<file path="src/rtl/ex_mem_pkg.sv">
// Shared widths, pipeline entry layout and load/store size encodings for the EX/MEM boundary.
package ex_mem_pkg;

   localparam int XLEN   = 32;
   localparam int REG_AW = 5;

   typedef struct packed {
      logic [XLEN-1:0]   alu_res;
      logic [XLEN-1:0]   st_data;
      logic [REG_AW-1:0] rd;
      logic              reg_we;
      logic              mem_rd;
      logic              mem_wr;
      logic [2:0]        funct3;
   } ex_mem_entry_t;

   localparam logic [2:0] F3_LB  = 3'b000;
   localparam logic [2:0] F3_LH  = 3'b001;
   localparam logic [2:0] F3_LW  = 3'b010;
   localparam logic [2:0] F3_LBU = 3'b100;
   localparam logic [2:0] F3_LHU = 3'b101;

   // x0 is hardwired to zero, so a write to it is never allowed to reach writeback.
   function automatic logic wb_allowed(input logic [REG_AW-1:0] rd, input logic we);
      return we && (rd != '0);
   endfunction

endpackage

</file>
<file path="src/rtl/ex_mem_skid.sv">
// Generic two-entry skid buffer with flush; 1-cycle latency, full throughput.
// in_ready is a pure flop (!skid_valid), so downstream stalls never reach upstream combinationally.
module ex_mem_skid #(
   parameter int W = 8
) (
   input  logic         clk,
   input  logic         rst,
   input  logic         flush,
   input  logic         in_valid,
   output logic         in_ready,
   input  logic [W-1:0] in_data,
   output logic         out_valid,
   input  logic         out_ready,
   output logic [W-1:0] out_data
);

   logic         out_valid_q, out_valid_d;
   logic         skid_valid_q, skid_valid_d;
   logic [W-1:0] out_data_q, out_data_d;
   logic [W-1:0] skid_data_q, skid_data_d;
   logic         in_xfer;
   logic         out_free;

   assign in_xfer  = in_valid && !skid_valid_q;
   assign out_free = !out_valid_q || out_ready;

   always_comb begin
      out_valid_d  = out_valid_q;
      skid_valid_d = skid_valid_q;
      out_data_d   = out_data_q;
      skid_data_d  = skid_data_q;
      if (flush) begin
         out_valid_d  = 1'b0;
         skid_valid_d = 1'b0;
      end else if (out_free) begin
         if (skid_valid_q) begin
            out_data_d   = skid_data_q;
            out_valid_d  = 1'b1;
            skid_valid_d = 1'b0;
         end else begin
            if (in_xfer) out_data_d = in_data;
            out_valid_d = in_xfer;
         end
      end else if (in_xfer) begin
         // Output is held: park the accepted entry behind it.
         skid_data_d  = in_data;
         skid_valid_d = 1'b1;
      end
   end

   always_ff @(posedge clk) begin
      if (rst) begin
         out_valid_q  <= 1'b0;
         skid_valid_q <= 1'b0;
         out_data_q   <= '0;
         skid_data_q  <= '0;
      end else begin
         out_valid_q  <= out_valid_d;
         skid_valid_q <= skid_valid_d;
         out_data_q   <= out_data_d;
         skid_data_q  <= skid_data_d;
      end
   end

   assign in_ready  = !skid_valid_q;
   assign out_valid = out_valid_q;
   assign out_data  = out_data_q;

endmodule

</file>
<file path="src/rtl/ex_mem_stage.sv">
// EX/MEM pipeline register over a skid buffer: x0 write suppression and gating of side-effect bits when empty.
// Optional EX_MEM_STALL_CNT_EN adds a saturating stall_cnt output counting held-output cycles.
module ex_mem_stage #(
   parameter int XLEN   = ex_mem_pkg::XLEN,
   parameter int REG_AW = ex_mem_pkg::REG_AW
) (
   input  logic              clk,
   input  logic              rst,
   input  logic              flush,
   input  logic              in_valid,
   output logic              in_ready,
   input  logic [XLEN-1:0]   in_alu_res,
   input  logic [XLEN-1:0]   in_st_data,
   input  logic [REG_AW-1:0] in_rd,
   input  logic              in_reg_we,
   input  logic              in_mem_rd,
   input  logic              in_mem_wr,
   input  logic [2:0]        in_funct3,
   output logic              out_valid,
   input  logic              out_ready,
   output logic [XLEN-1:0]   out_alu_res,
   output logic [XLEN-1:0]   out_st_data,
   output logic [REG_AW-1:0] out_rd,
   output logic              out_reg_we,
   output logic              out_mem_rd,
   output logic              out_mem_wr,
   output logic [2:0]        out_funct3
`ifdef EX_MEM_STALL_CNT_EN
   ,
   output logic [31:0]       stall_cnt
`endif
);

   import ex_mem_pkg::*;

   // Entry field widths follow the package; override XLEN/REG_AW only together with it.
   ex_mem_entry_t in_ent;
   ex_mem_entry_t out_ent;

   always_comb begin
      in_ent         = '0;
      in_ent.alu_res = in_alu_res;
      in_ent.st_data = in_st_data;
      in_ent.rd      = in_rd;
      in_ent.reg_we  = wb_allowed(in_rd, in_reg_we);
      in_ent.mem_rd  = in_mem_rd;
      in_ent.mem_wr  = in_mem_wr;
      in_ent.funct3  = in_funct3;
   end

   ex_mem_skid #(.W($bits(ex_mem_entry_t))) u_skid (
      .clk       (clk),
      .rst       (rst),
      .flush     (flush),
      .in_valid  (in_valid),
      .in_ready  (in_ready),
      .in_data   (in_ent),
      .out_valid (out_valid),
      .out_ready (out_ready),
      .out_data  (out_ent)
   );

   assign out_alu_res = out_ent.alu_res;
   assign out_st_data = out_ent.st_data;
   assign out_rd      = out_ent.rd;
   assign out_mem_rd  = out_ent.mem_rd;
   assign out_funct3  = out_ent.funct3;
   // A stale or flushed entry must never write memory or the register file.
   assign out_reg_we  = out_valid && out_ent.reg_we;
   assign out_mem_wr  = out_valid && out_ent.mem_wr;

`ifdef EX_MEM_STALL_CNT_EN
   logic [31:0] stall_cnt_q, stall_cnt_d;

   always_comb begin
      stall_cnt_d = stall_cnt_q;
      if (out_valid && !out_ready && (stall_cnt_q != 32'hFFFF_FFFF))
         stall_cnt_d = stall_cnt_q + 32'd1;
   end

   always_ff @(posedge clk) begin
      if (rst) stall_cnt_q <= '0;
      else     stall_cnt_q <= stall_cnt_d;
   end

   assign stall_cnt = stall_cnt_q;
`endif

endmodule
</file>
<file path="config.mk">
export PLATFORM = sky130hd
export DESIGN_NAME = ex_mem_stage
export DESIGN_NICKNAME = d
export VERILOG_FILES = /design/src/rtl/ex_mem_pkg.sv /design/src/rtl/ex_mem_skid.sv /design/src/rtl/ex_mem_stage.sv
export SDC_FILE = /design/constraint.sdc
export NUM_CORES = 1
export LEC_CHECK = 0
export BUFFER_PORTS_ARGS = -buffer_cell sky130_fd_sc_hd__buf_2
export CAP_MARGIN = 20
export CORE_MARGIN = 2
export CORE_UTILIZATION = 46
export DETAILED_ROUTE_END_ITERATION = 8
export GPL_TIMING_DRIVEN = 0
export PLACE_DENSITY = 0.68
export SYNTH_ARGS = -nofsm -noshare
export SYNTH_HDL_FRONTEND = slang
export SYNTH_SLANG_ARGS = --single-unit
</file>
<file path="constraint.sdc">
create_clock -name clk -period 1.9 [get_ports clk]
set_input_delay 0.19 -clock clk [delete_from_list [all_inputs] [get_ports clk]]
set_output_delay 0.19 -clock clk [all_outputs]
set_load 0.05 [all_outputs]
</file>
==> impl_metrics.ini <==
[place]
gp_congestion = 0.802
place_ws_ns = 0.113
portBuffers = 154
hpwl_microns = 13300

[global_routing]
grt_max_degree = 17
grt_pass1_vias = 5770
grtUsageMet2_pct = 35.1
antenna_found_initial = 1
grt_usage_pct = 22.3
grt-busiest-layer = met2
grtUsageMet3_pct = 5.21
grt_overflow_total = 0
grt_pass1_wl_microns = 29900
grtUsageMet1_pct = 30.3

[detailed_routing]
wirelength_microns = 19200
antenna_left = 0
dr.pass1.iters = 5
wl_per_cell_microns = 16.3
dr.first_iter.drc_count = 451
drc = 0
vias = 6224
avgViaCountPerCell = 5.30

[cts]
insertion_delay_ns = 0.42
cts_hold_buf = 0
clock-sinks = 152
htreeDepth = 4
cts_resized = 0
cts_buffers = 17
clkTransAtPathRegs_ns = 0.06
clock-root-buffer = clkbuf_16
tritoncts = yes
cts_buffer_depth = 2
post_cts_buffers = 0

[yosys]
postSynthAreaPerCell_sq_um = 9.55
synth_seq_area_share_pct = 41.3
synth_xor_xnor_area_share_pct = 0
synth_top_family_by_area = compound AO/OA/AOI/OAI gates
yosys.area.top_type = dfxtp_1
synth_fa_ha_area_share_pct = 0
async_flop_share_pct = 0
synthFlopType = dfxtp_1
muxShareOfSynthArea_pct = 10.0
synth_common_cells = dfxtp_1, a21oi_1, buf_4
synth.most_common_cell = dfxtp_1
ys_ff_latch = 152
yosys.area_share.simple_pct = 8.74
yosys-top-cells-area = dfxtp_1, a21oi_1, mux2i_1, a211oi_2, buf_4
synth_compound_area_share_pct = 26.7
syn_area_sq_um = 7370
synth_cell_types = 28
synth_top_cell_area_share_pct = 41.3
yosysWarnings = 0
synth_edf_count = 0
syn-num-nets = 852
synthCells = 772

[min_path]
holdCritPathClass = in -> reg

[sta]
period_minus_slack_ns = 1.64
setup_slack_ns = 0.263
max_slew_margin_pct = 51.2
drv_slew = 0
rsz0062_at_grt = false
fin_crit_sh_pct = 86.1
setup_violations = 0
fin_worst_skew_ns = 0.00666
timing.setup.tns_ns = 0
tightest_slew_ns = 0.733
fmax_mhz = 611
hold_viol_final = 0

[power_and_ir_drop]
irDropWorstVdd_mv = 0.621
p_leak_nw = 3.41
total_power_mw = 8.19
p_per_area_nw_per_um2 = 908

[setup_path]
required_ns = 2.24
worst_ep_arrival_time_ns = 1.98
criticalPathCategory = reg -> reg
path_cells = nand2b_1, buf_4, buf_6, clkbuf_1, a21oi_1, a211oi_2
max_stage_delay_ns = 0.43
critPathMaxFanout = 10
crit_slowest_cell = clkbuf_1
endpoint_kind = flip-flop
startpoint_type = flip-flop

[job]
cap_violations = 0

[die]
die_x_microns = 131
start_util_pct = 46.8
fp.dieH_microns = 131
fp.coreArea_sq_um = 15800
ios = 157
rows = 46
die-area_sq_um = 17100

[final_layout]
layout-drive-gt1-share_pct = 36.7
area_growth_pct = 22.4
nets = 1025

[run_status]
outcome = finished clean
[registers in the layout (all words and copies together), names as in the netlist]
| name | cells |
|---|---|
| u_skid.out_data | 75 |
| u_skid.out_valid | 1 |
| u_skid.skid_data_q | 75 |
| u_skid.skid_valid_q | 1 |
[per-layer routing]
metal | wire length (microns) | share of wire, % | vias up
li1 | - | - | 3094
met1 | 9020 | 47 | 2939
met2 | 8740 | 46 | 161
met3 | 1100 | 5.7 | 28
met4 | 331 | 1.7 | 2
met5 | 13 | 0.068 | -
[worst paths after layout]
path | start | end | slack [ns] | depth (start not counted)
worst max register to register | u_skid.out_valid | u_skid.out_data[63] | 0.26 | 6
worst min-delay path | in_st_data[0] | u_skid.skid_data_q[11] | 0.04 | 3
worst max-delay path | u_skid.out_valid | u_skid.out_data[63] | 0.26 | 6
worst min register to register | u_skid.skid_data_q[3] | u_skid.skid_data_q[3] | 0.48 | 2
[report_power, final]
part	total, mW	internal [mW]	switching, mW
clock	3.47	2.13	1.35
combinational	1.34	0.473	0.866
sequential	3.38	3.31	0.0656
total	8.19	5.91	2.28
[cells by family (layout without fill, tap and decap cells)]
| kind of cell | count (synthesis) | count (layout) |
|---|---|---|
| DFF | 152 | 152 |
| other | 0 | 1 |
| muxes | 74 | 74 |
| AOI/OAI and AO/OA | 303 | 303 |
| buffers and inverters | 157 | 343 |
| and+or+nand+nor | 86 | 86 |
[stage by stage]
stage | area, sq um | util, % | cells | hold WS (ns)
2_1_floorplan | 7370 | - | 772 | 0.353
3_3_place_gp | 8410 | 53.4 | 1142 | 0.461
3_5_place_dp | 8410 | 53.4 | 1142 | 0.468
4_1_cts | 9020 | 57.2 | 1174 | 0.0276
5_1_grt | 9020 | 57.2 | 1174 | 0.0443
6_report | 9020 | 57.2 | 1175 | 0.0389
[placed cells by master (no fill, tap or decap), drive strengths merged]
cell type  synthesis  layout
buf              123     277
dfxtp            152     152
a21oi            149     149
o21ai             76      76
a211oi            75      75
nand3b            74      74
mux2i             74      74
clkbuf            33      53
clkinvlp           0       6
clkinv             0       3
bufinv             0       3
and2               3       3
diode              0       1
inv                1       1
and4bb             1       1
nand4bb            1       1
or4                1       1
o211ai             1       1
nand2b             1       1
or4b               1       1
nor2b              1       1
o21ba              1       1
nand2              1       1
a311oi             1       1
nor2               1       1
nor4               1       1
[critical path, delay by kind of cell, from the launching register on]
family / cells / cell delay (ns)
buf+inv: 3 / 0.74
flops: 1 / 0.36
compound gates: 2 / 0.36
simple gates: 1 / 0.09
[area by class of cell]
class,instances,area [sq um]
antenna,1,2.50
buffer,156,970
clock buffer,20,457
clock inverter,12,150
fill,1461,6750
inverter,1,3.75
multi-input combinational,463,3360
sequential,152,3040
tap,216,270
timing repair buffer,154,771
No activity file was read; power rests on OpenSTA's default activity.
